`src/rtl/ha_pkg.sv`:
```
// ha_pkg: shared definitions for the bit-serial adder sequencer.
//   ST_IDLE / ST_RUN / ST_DONE : state encodings (2'd3 is unused and behaves as IDLE)
//   ha_state_e                 : FSM state type built on those encodings
//   clog2()                    : ceiling log2 used to size the bit-index counter
package ha_pkg;

    localparam logic [1:0] ST_IDLE = 2'd0;
    localparam logic [1:0] ST_RUN  = 2'd1;
    localparam logic [1:0] ST_DONE = 2'd2;

    typedef enum logic [1:0] {
        S_IDLE  = ST_IDLE,
        S_RUN   = ST_RUN,
        S_DONE  = ST_DONE,
        S_SPARE = 2'd3
    } ha_state_e;

    function automatic int clog2(input int value);
        int r;
        r = 0;
        while ((1 << r) < value) begin
            r = r + 1;
        end
        return r;
    endfunction

endpackage

```
`src/rtl/ha_bit_cell.sv`:
```
// ha_bit_cell: combinational half adder.
//   a, b : input bits
//   s    : a ^ b
//   c    : a & b
module ha_bit_cell (
    input  logic a,
    input  logic b,
    output logic s,
    output logic c
);

    assign s = a ^ b;
    assign c = a & b;

endmodule

```
`src/rtl/ha_serial_add_seq.sv`:
```
// ha_serial_add_seq: bit-serial adder sequencer around one shared full-adder
// step (two half-adder cells plus an OR). Operands are accepted over a
// valid/ready handshake, summed LSB-first one bit per clock, and the result
// is held until the consumer takes it.
//
// Ports:
//   clk, rst             : clock, synchronous active-high reset
//   in_valid / in_ready  : operand handshake (in_ready is high in IDLE)
//   a_in, b_in, cin      : operands and carry-in, captured on acceptance
//   abort                : drop any operation in flight, return to IDLE
//   out_valid / out_ready: result handshake (out_valid is high in DONE)
//   sum_out, cout_out    : registered sum (mod 2^WIDTH) and carry-out
//   busy                 : high whenever the block is not IDLE
//   dbg_state            : current FSM state encoding
//
// Handshake semantics: a transfer happens on a rising edge where valid and
// ready are both high. Ready and valid are decoded from the state register
// only, so neither depends combinationally on the partner's signal; once a
// producer raises valid it must hold its data until the transfer edge.
module ha_serial_add_seq
    import ha_pkg::*;
#(
    parameter int WIDTH = 8,
    parameter int CNT_W = (clog2(WIDTH) < 1) ? 1 : clog2(WIDTH)
) (
    input  logic             clk,
    input  logic             rst,
    input  logic             in_valid,
    output logic             in_ready,
    input  logic [WIDTH-1:0] a_in,
    input  logic [WIDTH-1:0] b_in,
    input  logic             cin,
    input  logic             abort,
    output logic             out_valid,
    input  logic             out_ready,
    output logic [WIDTH-1:0] sum_out,
    output logic             cout_out,
    output logic             busy,
    output logic [1:0]       dbg_state
);

    ha_state_e        state;
    ha_state_e        state_next;

    // Operands are kept as right-shift registers so the active bit is always
    // at position 0; this avoids a variable-index read mux on the operands.
    logic [WIDTH-1:0] a_sh;
    logic [WIDTH-1:0] b_sh;
    logic             carry;
    logic [CNT_W-1:0] idx;
    logic [WIDTH-1:0] sum_next;

    logic             ha0_s;
    logic             ha0_c;
    logic             fa_s;
    logic             ha1_c;
    logic             fa_c;
    logic             is_idle;
    logic             last_bit;
    logic             accept;

    // Full-adder step: first cell adds the operand bits, second adds carry.
    ha_bit_cell u_ha0 (
        .a (a_sh[0]),
        .b (b_sh[0]),
        .s (ha0_s),
        .c (ha0_c)
    );

    ha_bit_cell u_ha1 (
        .a (ha0_s),
        .b (carry),
        .s (fa_s),
        .c (ha1_c)
    );

    assign fa_c = ha0_c | ha1_c;

    // The spare encoding behaves exactly like IDLE.
    assign is_idle   = (state == S_IDLE) || (state == S_SPARE);
    assign in_ready  = is_idle;
    assign out_valid = (state == S_DONE);
    assign busy      = !is_idle;
    assign dbg_state = state;

    assign last_bit  = (idx == CNT_W'(WIDTH - 1));
    assign accept    = is_idle && in_valid;

    // Write the current sum bit into its slot, leaving the rest untouched.
    always_comb begin
        sum_next = sum_out;
        for (int i = 0; i < WIDTH; i++) begin
            if (idx == CNT_W'(i)) begin
                sum_next[i] = fa_s;
            end
        end
    end

    always_comb begin
        state_next = state;
        case (state)
            S_RUN: begin
                if (last_bit) begin
                    state_next = S_DONE;
                end
            end
            S_DONE: begin
                if (out_ready) begin
                    state_next = S_IDLE;
                end
            end
            default: begin
                state_next = in_valid ? S_RUN : S_IDLE;
            end
        endcase
        if (abort) begin
            state_next = S_IDLE;
        end
    end

    always_ff @(posedge clk) begin
        if (rst) begin
            state <= S_IDLE;
        end else begin
            state <= state_next;
        end
    end

    always_ff @(posedge clk) begin
        if (rst) begin
            a_sh     <= '0;
            b_sh     <= '0;
            carry    <= 1'b0;
            idx      <= '0;
            sum_out  <= '0;
            cout_out <= 1'b0;
        end else if (abort) begin
            // Partial sum/carry-out stay visible; only the walk state clears.
            carry <= 1'b0;
            idx   <= '0;
        end else if (accept) begin
            a_sh     <= a_in;
            b_sh     <= b_in;
            carry    <= cin;
            idx      <= '0;
            sum_out  <= '0;
            cout_out <= 1'b0;
        end else if (state == S_RUN) begin
            sum_out <= sum_next;
            carry   <= fa_c;
            a_sh    <= a_sh >> 1;
            b_sh    <= b_sh >> 1;
            if (last_bit) begin
                cout_out <= fa_c;
                idx      <= '0;
            end else begin
                idx <= idx + CNT_W'(1);
            end
        end
    end

endmodule
```
`config.mk`:
```
export PLATFORM = sky130hd
export DESIGN_NAME = ha_serial_add_seq
export DESIGN_NICKNAME = d
export VERILOG_FILES = /design/src/rtl/ha_pkg.sv /design/src/rtl/ha_bit_cell.sv /design/src/rtl/ha_serial_add_seq.sv
export SDC_FILE = /design/constraint.sdc
export NUM_CORES = 1
export LEC_CHECK = 0
export ABC_AREA = 1
export CAP_MARGIN = 20
export CORE_MARGIN = 5
export CORE_UTILIZATION = 54
export CTS_CLUSTER_DIAMETER = 150
export DETAILED_ROUTE_END_ITERATION = 6
export GPL_TIMING_DRIVEN = 0
export MAX_ROUTING_LAYER = met4
export PLACE_DENSITY = 0.84
export SLEW_MARGIN = 20
export SYNTH_ARGS = -nofsm -noshare
export SYNTH_HDL_FRONTEND = slang
export SYNTH_SLANG_ARGS = --single-unit
```
`constraint.sdc`:
```
create_clock -name clk -period 3.3 [get_ports clk]
set_clock_uncertainty 0.2 [all_clocks]
set_input_delay 0.66 -clock clk [delete_from_list [all_inputs] [get_ports clk]]
set_output_delay 0.66 -clock clk [all_outputs]
set_load 0.01 [all_outputs]
```
## Word level (Yosys, flattened, before mapping)

Index checks and enable logic that the tools add are counted.

| storage, ports and cells | value |
|---|---|
| input bits | 22 |
| word-level logic and storage cells | 83 |
| register bits | 31 |
| output and inout bits | 14 |

| cells by class | value |
|---|---|
| equality and inequality tests | 12 |
| reductions and logical operators | 26 |
| multiplexer cells | 24 |
| $add $sub $neg | 1 |
| bitwise gates (word level) | 6 |

Operator list:

| cell | number |
|---|---|
| $mux 8 | 6 |
| $reduce_and 3->1 | 8 |
| $reduce_bool 2->1 | 9 |
| $mux 1 | 14 |
| $eq 3x3->1 const B | 4 |
| $eq 3x2->1 const B | 2 |
| $eq 2x2->1 const B | 2 |
| $mux 2 | 2 |
| $pmux 2 s2 | 1 |
| $reduce_and 2->1 | 2 |
| $add 3x1->3 const B | 1 |
| $eq 3x1->1 const B | 1 |
| $logic_not 3->1 | 1 |
| $mux 3 | 1 |
| $reduce_or 3->1 | 1 |
| $and 1x1->1 | 2 |
| $eq 2x1->1 const B | 1 |
| $logic_not 2->1 | 1 |
| $ne 2x1->1 const B | 1 |
| $ne 2x2->1 const B | 1 |
| $reduce_or 2->1 | 1 |
| $xor 1x1->1 | 2 |
| $logic_and 1x1->1 | 1 |
| $logic_not 1->1 | 1 |
| other kinds (3) | 3 |

## Depth between registers and ports, before layout

Gate-level depths: netlist of run 1.

| logic depth | value |
|---|---|
| depth after elaboration | 6 |
| gate-level depth with buffers | 9 |
| depth with buffers taken out | 8 |

## Modules after synthesis

From an unflattened synthesis of run 1, not the netlist that was laid out.

| second synthesis, totals | value |
|---|---|
| cells, all modules | 245 |
| area total of the unflattened synthesis | 1630.3 µm² |

Modules (own cells, without submodules):

| module | area an instance (µm²) | sequential area each (µm²) | cells each | times used |
|---|---|---|---|---|
| ha_serial_add_seq | 1605.3 | 620.6 | 243 | 1 |
| ha_bit_cell | 12.5 | 0.0 | 1 | 2 |

## Worst setup path before layout of run 1

No wires, ideal clock.

| timing path | value |
|---|---|
| kind | flip-flop to output port |
| start point | reg state[0], in the netlist dbg_state[0] |
| end point | out busy |
| stages on the path, launching flop included | 4 |
| path slack | 1.496 ns |
| path buffers | 0 |
| required time | 2.440 ns |
| arrival | 0.944 ns |
| path through | dfxtp_1 inv_1 ha_1 inv_1 |

| on the way | value |
|---|---|
| word-level cells in the longest chain between the ends | 3 |
| elaborated cells on any way between the ends | 4 |
| classes of those cells | eq/ne (1); reduce/logical (3) |

RTL lines:

| what | RTL line | text |
|---|---|---|
| start: declaration | ha_serial_add_seq.sv:42 | `ha_state_e state;` |
| start signal: assignment | ha_serial_add_seq.sv:125 | `state <= state_next;` |
| $eq 2x2->1 / $logic_not 2->1 (equally long branches) | ha_serial_add_seq.sv:80 | `assign is_idle = (state == S_IDLE) \|\| (state == S_SPARE);` |
| $logic_or 1x1->1 * | ha_serial_add_seq.sv:80 |  |
| via in_ready | ha_serial_add_seq.sv:29 | `output logic in_ready,` |
| $logic_not 1->1 * | ha_serial_add_seq.sv:83 | `assign busy = !is_idle;` |
| end: declaration | ha_serial_add_seq.sv:38 | `output logic busy,` |

Mark *: on every way through the listed nets, which the timed path passes. The rest lies on a longest branch.

## Worst setup path after layout of run 1

| timing path | value |
|---|---|
| start point | reg state[0], in the netlist dbg_state[0] |
| end point | out busy |

| on the way | value |
|---|---|
| word-level cells in the longest chain between the ends | 3 |
| elaborated cells on any way between the ends | 4 |
| classes of those cells | eq/ne (1); reduce/logical (3) |

RTL lines:

| what | RTL line |
|---|---|
| $eq 2x2->1 / $logic_not 2->1 (equally long branches) | ha_serial_add_seq.sv:80 |
| $logic_or 1x1->1 * | ha_serial_add_seq.sv:80 |
| $logic_not 1->1 * | ha_serial_add_seq.sv:83 |

Mark *: on every way between the ends. The rest lies on a longest branch, timed or not.

==> impl_results.md, run 1 <==
- Sequential share of the synthesized area: between 30% and 40%
- Placer congestion estimate: 0.825
- CTS sink count: 31
- Layout cell share with drive strength beyond 1: a little under 8%
- Worst-path clk slew: about 0.08 ns
- Crit path max-delay cell type: clkdlybuf4s50_1
- Leakage dissipation: 0.987 nW
- First-pass GRT wire length: approximately 6.1 mm
- Met2 wire length: around 1.7 mm
- Status: complete, no violations
- Clock share of power: 23.5%
- Initial Utilization: 55.6%
- Number of port buffers: 35
- Total GRT Usage: between 10% and 20%
- Synth warn: 0
- I/O pins: 36
- Row Count: 20
- PD cells: ~390 nW/µm²
- Post-cts resize count: 0
- CP max stage delay: ~0.52 ns
- Die Wd: 65.6 µm
- Critical Path Start: dbg_state[0]
- Hold Crit Class: reg2reg
- Register Area: a little over 600 µm²
- Area occupied by multi-input gates: just under 900 µm²
- Max Root-Sink Buffers: 2
- CP max FO: 4
- Max Slew Vio Count: 0
- Syn nets: between 200 and 300
- Top sig layer: met4
- Later-pin clock latency in the skew report: about 0.33 ns
- Reg2reg start: dbg_state[0]
- Final setup violation count: 0
- Most frequent cells in the layout: nand2_1 (81), clkdlybuf4s50_1 (35), nor2_1 (32)
- Seq pwr share: 50.2%
- Critical path type: reg2out
- Post-DR wirelength/cell: ~11 µm
- Max IR drop VDD: around 0.28 mV
- Mean Syn Cell Area: 6.74 µm²
- Post-DP HPWL: about 2.7 mm
- Min-delay src: b_sh[7]
- Net Switching: between 0.0002 and 0.0003 W
- CTS root buf: clkbuf_4
- Worst path most repeated cell: inv_1
- RSZ-0062 raised after global routing: false
- Initial antenna violation count: 0
- Synth Register Bits: 31
- Min Tclk post-route: 2.60 ns
- Mapped cell area: roughly 1700 µm²
- Die Ht: approximately 66 µm
- Max-cap violations: 0
- CTS tree: done
- Fill cell count: around 270
- WP data required: between 2 and 2.5 ns
- TNS Setup: 0 ns
- Area delta synth->final: 25.9%
- Die area: 4310 µm²
- Overall Power: about 0.00083 W
- Final WL: between 3 and 4 mm
- Final worst-path cycle share: 78.7%
- Post-synthesis cell count: approximately 250
- Largest net degree at the start of global routing: 11
- Slew HR: 70.3%
- CTS H-Tree Depth: 2
- Most common cell after layout, fill and taps aside: nand2_1
- Total number of vias: 1633
- Final Hold Viols: 0
- DR WL met3: roughly 170 µm
- CORE AREA: between 3000 and 4000 µm²
- Post-synthesis cell type count: 22
- Overflow after GRT: 0
- Cell Chain, Critical Path: inv_1, ha_1, inv_1, clkdlybuf4s50_1
- Net Sw Frac: 30.3%
- Vias in the first global route: around 1400
- Comb pwr share: between 20% and 30%
- DRC viols: 0
- Max frequency: roughly 0.39 GHz
- Total clock buffers created by CTS: 5
- Detailed Route Iter0 Violations: 102
- Element type at the critical path end: output port
- Postcts setup bufs: 0
- Internal power: 0.000576 W
- Worst slew pin tran: about 0.45 ns
- CP Launch Type: flip-flop
- Post-DR vias/cell: between 5 and 6
- Drt first pass iters: 4
- Worst Path Arrival: around 1.7 ns
- Number of diodes: 0
- Hold-fix buffers, CTS: 0
- Number of nets in the layout: about 320
- M1 wire length: 1.65 mm
- DRT antenna net count: 0
## synthesized netlist by cell type
cell type	count	area (µm²)
nand3_1	7	35.0
fa_1	1	20.0
buf_2	4	20.0
o21ai_1	13	65.1
nand4_1	3	18.8
or2_2	1	6.26
nor2_1	32	120
inv_2	3	11.3
nand3_2	2	20.0
nand2_2	1	6.26
nand2_1	81	304
nand2_4	2	22.5
a211oi_1	1	7.51
o21ai_0	4	20.0
ha_1	9	113
buf_8	1	15.0
clkbuf_1	2	7.51
inv_1	21	78.8
a21oi_1	25	125
dfxtp_1	31	621
buf_4	3	22.5
buf_6	1	11.3
## power by group through the flow
stage | Clock, W | Combinational, W | Sequential [W]
floorplan | 0 | 0.000135 | 0.000426
finish | 0.000195 | 0.000217 | 0.000415
detailed placement | 0 | 0.000217 | 0.000424
CTS | 0.000199 | 0.000217 | 0.000415
global route | 0.000213 | 0.000244 | 0.000419
global placement | 0 | 0.000213 | 0.000423
## registers in the layout (all words and copies together) (netlist names)
name       flops
dbg_state      2
carry          1
cout_out       1
a_sh           8
idx            3
b_sh           8
sum_out        8
## worst max-delay path: cells and delay by family, from the launching register on
| kind | cells | cell delay (ns) |
|---|---|---|
| adders and majority gates | 1 | 0.34 |
| buffers and inverters | 3 | 0.66 |
| DFF | 1 | 0.40 |
## worst paths after layout
path	end	slack [ns]	cells after the start
setup / recovery	busy	0.70	4
hold / removal	b_sh[7]	0.27	2
setup reg to reg	sum_out[5]	1.40	9
hold reg to reg	b_sh[7]	0.27	2
## final cells by class
type | count | area share [%]
plain buffers | 11 | 3.63
clock buffers | 6 | 1.96
inverters | 24 | 4.28
multi-input cells | 182 | 42.0
flip-flops and latches | 31 | 29.5
well taps | 33 | 1.96
repair buffers | 35 | 16.7
## routing by layer
metal	vias to the layer above	global-route usage, %
met5	-	-
met4	0	11.4
met3	12	4.44
met2	40	29.5
met1	726	22.2
li1	855	-
## through the flow
stage / utilization [%] / setup slack, ns / hold slack [ns] / std cells / cell area, µm²
after global routing: 70.0 / 0.608 / 0.287 / 322 / 2100
final: 70.0 / 0.703 / 0.265 / 322 / 2100
after floorplan: - / 1.50 / 0.243 / 248 / 1670
after global placement: 68.7 / 1.08 / 0.254 / 316 / 2060
after detailed placement: 68.7 / 1.05 / 0.255 / 316 / 2060
after CTS: 70.0 / 0.690 / 0.267 / 322 / 2100
## cell families after synthesis
| group | synth area share [%] |
|---|---|
| flip-flops | 37.2 |
| buffers and inverters | 9.96 |
| AND/OR/NAND/NOR | 31.9 |
| AO/OA/AOI/OAI | 13.0 |
| adder cells (fa/ha/maj) | 7.94 |
(Power assumes the default switching activity.)
==> run 2: changes to the inputs <==
--- a/config.mk
+++ b/config.mk
@@ -8,12 +8,12 @@
 export ABC_AREA = 1
 export CAP_MARGIN = 20
 export CORE_MARGIN = 5
-export CORE_UTILIZATION = 54
+export CORE_UTILIZATION = 45
 export CTS_CLUSTER_DIAMETER = 150
 export DETAILED_ROUTE_END_ITERATION = 6
 export GPL_TIMING_DRIVEN = 0
 export MAX_ROUTING_LAYER = met4
-export PLACE_DENSITY = 0.84
+export PLACE_DENSITY = 0.75
 export SLEW_MARGIN = 20
 export SYNTH_ARGS = -nofsm -noshare
 export SYNTH_HDL_FRONTEND = slang
==> constraint.sdc (replaced) <==
create_clock -name clk -period 2.17 [get_ports clk]
set_clock_uncertainty 0.2 [all_clocks]
set_input_delay 0.434 -clock clk [delete_from_list [all_inputs] [get_ports clk]]
set_output_delay 0.434 -clock clk [all_outputs]
set_load 0.01 [all_outputs]
==> run 2 against run 1 <==
Effect of this change:
- clock power is 110% higher
- power is 65% higher
- combinational power is 51% higher
- register-to-register slack worse by 1.0 ns
- hold slack better by 0.0014 ns
- critical path depth is 1 lower
- first-iteration DRC count is 2.0% lower
- worst setup slack worse by 0.54 ns
- global-route usage is 2.9 points lower
- sequential power is 53% higher
==> impl_results.md, run 2 (synthesis results as in run 1) <==
- Critical path type: reg2out
- I/O pins: 36 (unchanged)
- Row Count: 22 (+10%)
- DRC viols: 0 (unchanged)
- Hold Crit Class: reg2reg
- Post-DR wirelength/cell: 10.9 µm (-2.5%)
- Final Hold Viols: 0 (unchanged)
- CTS root buf: clkbuf_8
- Drt first pass iters: 4 (unchanged)
- CP Launch Type: flip-flop
- Die area: 5030 µm² (+17%)
- Initial antenna violation count: 0 (unchanged)
- CORE AREA: 3630 µm² (+21%)
- TNS Setup: 0 ns (unchanged)
- Area delta synth->final: 28.8%
- Total number of vias: 1618 (-0.92%)
- Slew HR: 69.3% (-1.1 points)
- Max frequency: around 0.5 GHz
- Number of nets in the layout: 322 (unchanged)
- Post-DR vias/cell: 4.80 (-5.3%)
- Cell Chain, Critical Path: inv_1, ha_1, clkdlybuf4s50_1
- Worst Path Arrival: 1.38 ns (-0.36 ns)
- RSZ-0062 raised after global routing: false
- Die Ht: 70.9 µm (+8.1%)
- Worst-path clk slew: 0.06 ns (-0.02 ns)
- Status: complete, no violations
- Leakage dissipation: 1.00 nW (+1.6%)
- Later-pin clock latency in the skew report: 0.28 ns (-0.05 ns)
- Final WL: 3.67 mm (+2.0%)
- CP max stage delay: 0.54 ns (+0.02 ns)
- Vias in the first global route: 1471 (+2.7%)
- PD cells: 635 nW/µm² (+62%)
- Final worst-path cycle share: roughly 93%
- Element type at the critical path end: output port
- CTS tree: done
- Detailed Route Iter0 Violations: 100 (-2.0%)
- Most frequent cells in the layout: nand2_1 (81), clkdlybuf4s50_1 (33), nor2_1 (32)
- CTS sink count: 31 (unchanged)
- Hold-fix buffers, CTS: 0 (unchanged)
- Post-DP HPWL: 2.74 mm (+0.85%)
- Largest net degree at the start of global routing: 11 (unchanged)
- Number of diodes: 0 (unchanged)
- Min Tclk post-route: between 2 and 2.5 ns
- Final setup violation count: 0 (unchanged)
- Overflow after GRT: 0 (unchanged)
- Crit path max-delay cell type: clkdlybuf4s50_1
- Most common cell after layout, fill and taps aside: nand2_1
- Placer congestion estimate: 0.915 (+11%)
- Total clock buffers created by CTS: 5 (unchanged)
- Layout cell share with drive strength beyond 1: 8.30% (+0.35 points)
- Post-cts resize count: 3 (+3)
- Postcts setup bufs: 0 (unchanged)
- Max Slew Vio Count: 0 (unchanged)
- Max-cap violations: 0 (unchanged)
- Total GRT Usage: 16.0% (-2.9 points)
- Fin util: 59.2% (-11 points)
- CTS H-Tree Depth: 2 (unchanged)
- DRT antenna net count: 0 (unchanged)
- Worst slew pin tran: 0.459 ns (+0.0142 ns)
- CP top delay family: buffers and inverters
- Buffer and inverter count on the worst path: 2 (-1)
- Initial Utilization: 46.0% (-9.7 points)
- Top flop regs: a_sh: 8 flops, b_sh: 8 flops, sum_out: 8 flops
- Max Root-Sink Buffers: 2 (unchanged)
- Max IR drop VDD: 0.365 mV (+32%)
- WP data required: 1.54 ns (-0.90 ns)
- Die Wd: 70.9 µm (+8.1%)
- CP max FO: 4 (unchanged)
- Final hold slack: 0.267 ns (+0.00137 ns)
- Number of port buffers: 35 (unchanged)
- First-pass GRT wire length: 6.26 mm (+2.8%)
run 2: area by class of cell:
cell class | count | area [µm²]
buffer | 11 | 76.3
clock buffer | 6 | 72.6
fill | 382 | 1480
inverter | 24 | 90.1
multi-input combinational | 182 | 883
sequential | 31 | 622
tap | 48 | 60.1
timing repair buffer | 35 | 348
run 2: report_power, final:
part / total, W / leakage [nW] / switching [W] / internal, W
sequential: 0.000633 / 0.254 / 0.0000216 / 0.000611
clock: 0.000407 / 0.0371 / 0.000194 / 0.000213
combinational: 0.000327 / 0.712 / 0.000179 / 0.000149
run 2: path summary, 6_finish.rpt:
| kind | to | slack (ns) | from | depth (start not counted) |
|---|---|---|---|---|
| max | out_valid | 0.16 | dbg_state[0] | 3 |
| min | a_sh[7] | 0.27 | a_sh[7] | 2 |
| max reg2reg | sum_out[5] | 0.36 | dbg_state[0] | 9 |
| min reg2reg | a_sh[7] | 0.27 | a_sh[7] | 2 |
run 2: through the flow:
step / cell area, µm² / total power [W] / instances / worst slack, ns
final: 2150 / 0.00137 / 337 / 0.159
after global routing: 2150 / 0.00145 / 337 / 0.0966
after CTS: 2150 / 0.00138 / 337 / 0.146
after detailed placement: 2080 / 0.000976 / 331 / 0.164
after global placement: 2080 / 0.000969 / 331 / 0.167
after floorplan: 1670 / 0.000853 / 248 / 0.392
run 2: worst register-to-register path, stage by stage (launching register included):
cell	delay, ns
dfxtp_2	0.35
inv_1	0.06
ha_1	0.33
nand2_2	0.19
buf_2	0.26
nand2_1	0.07
nand3_1	0.10
nand2_1	0.06
nand2_1	0.05
nor2_1	0.04
run 2: per-layer routing:
| layer | track usage (%) | wire length [µm] |
|---|---|---|
| met2 | 26.5 | 1750 |
| met4 | 4.38 | 42 |
| met3 | 5.68 | 223 |
| met5 | - | 0 |
| met1 | 18.3 | 1660 |
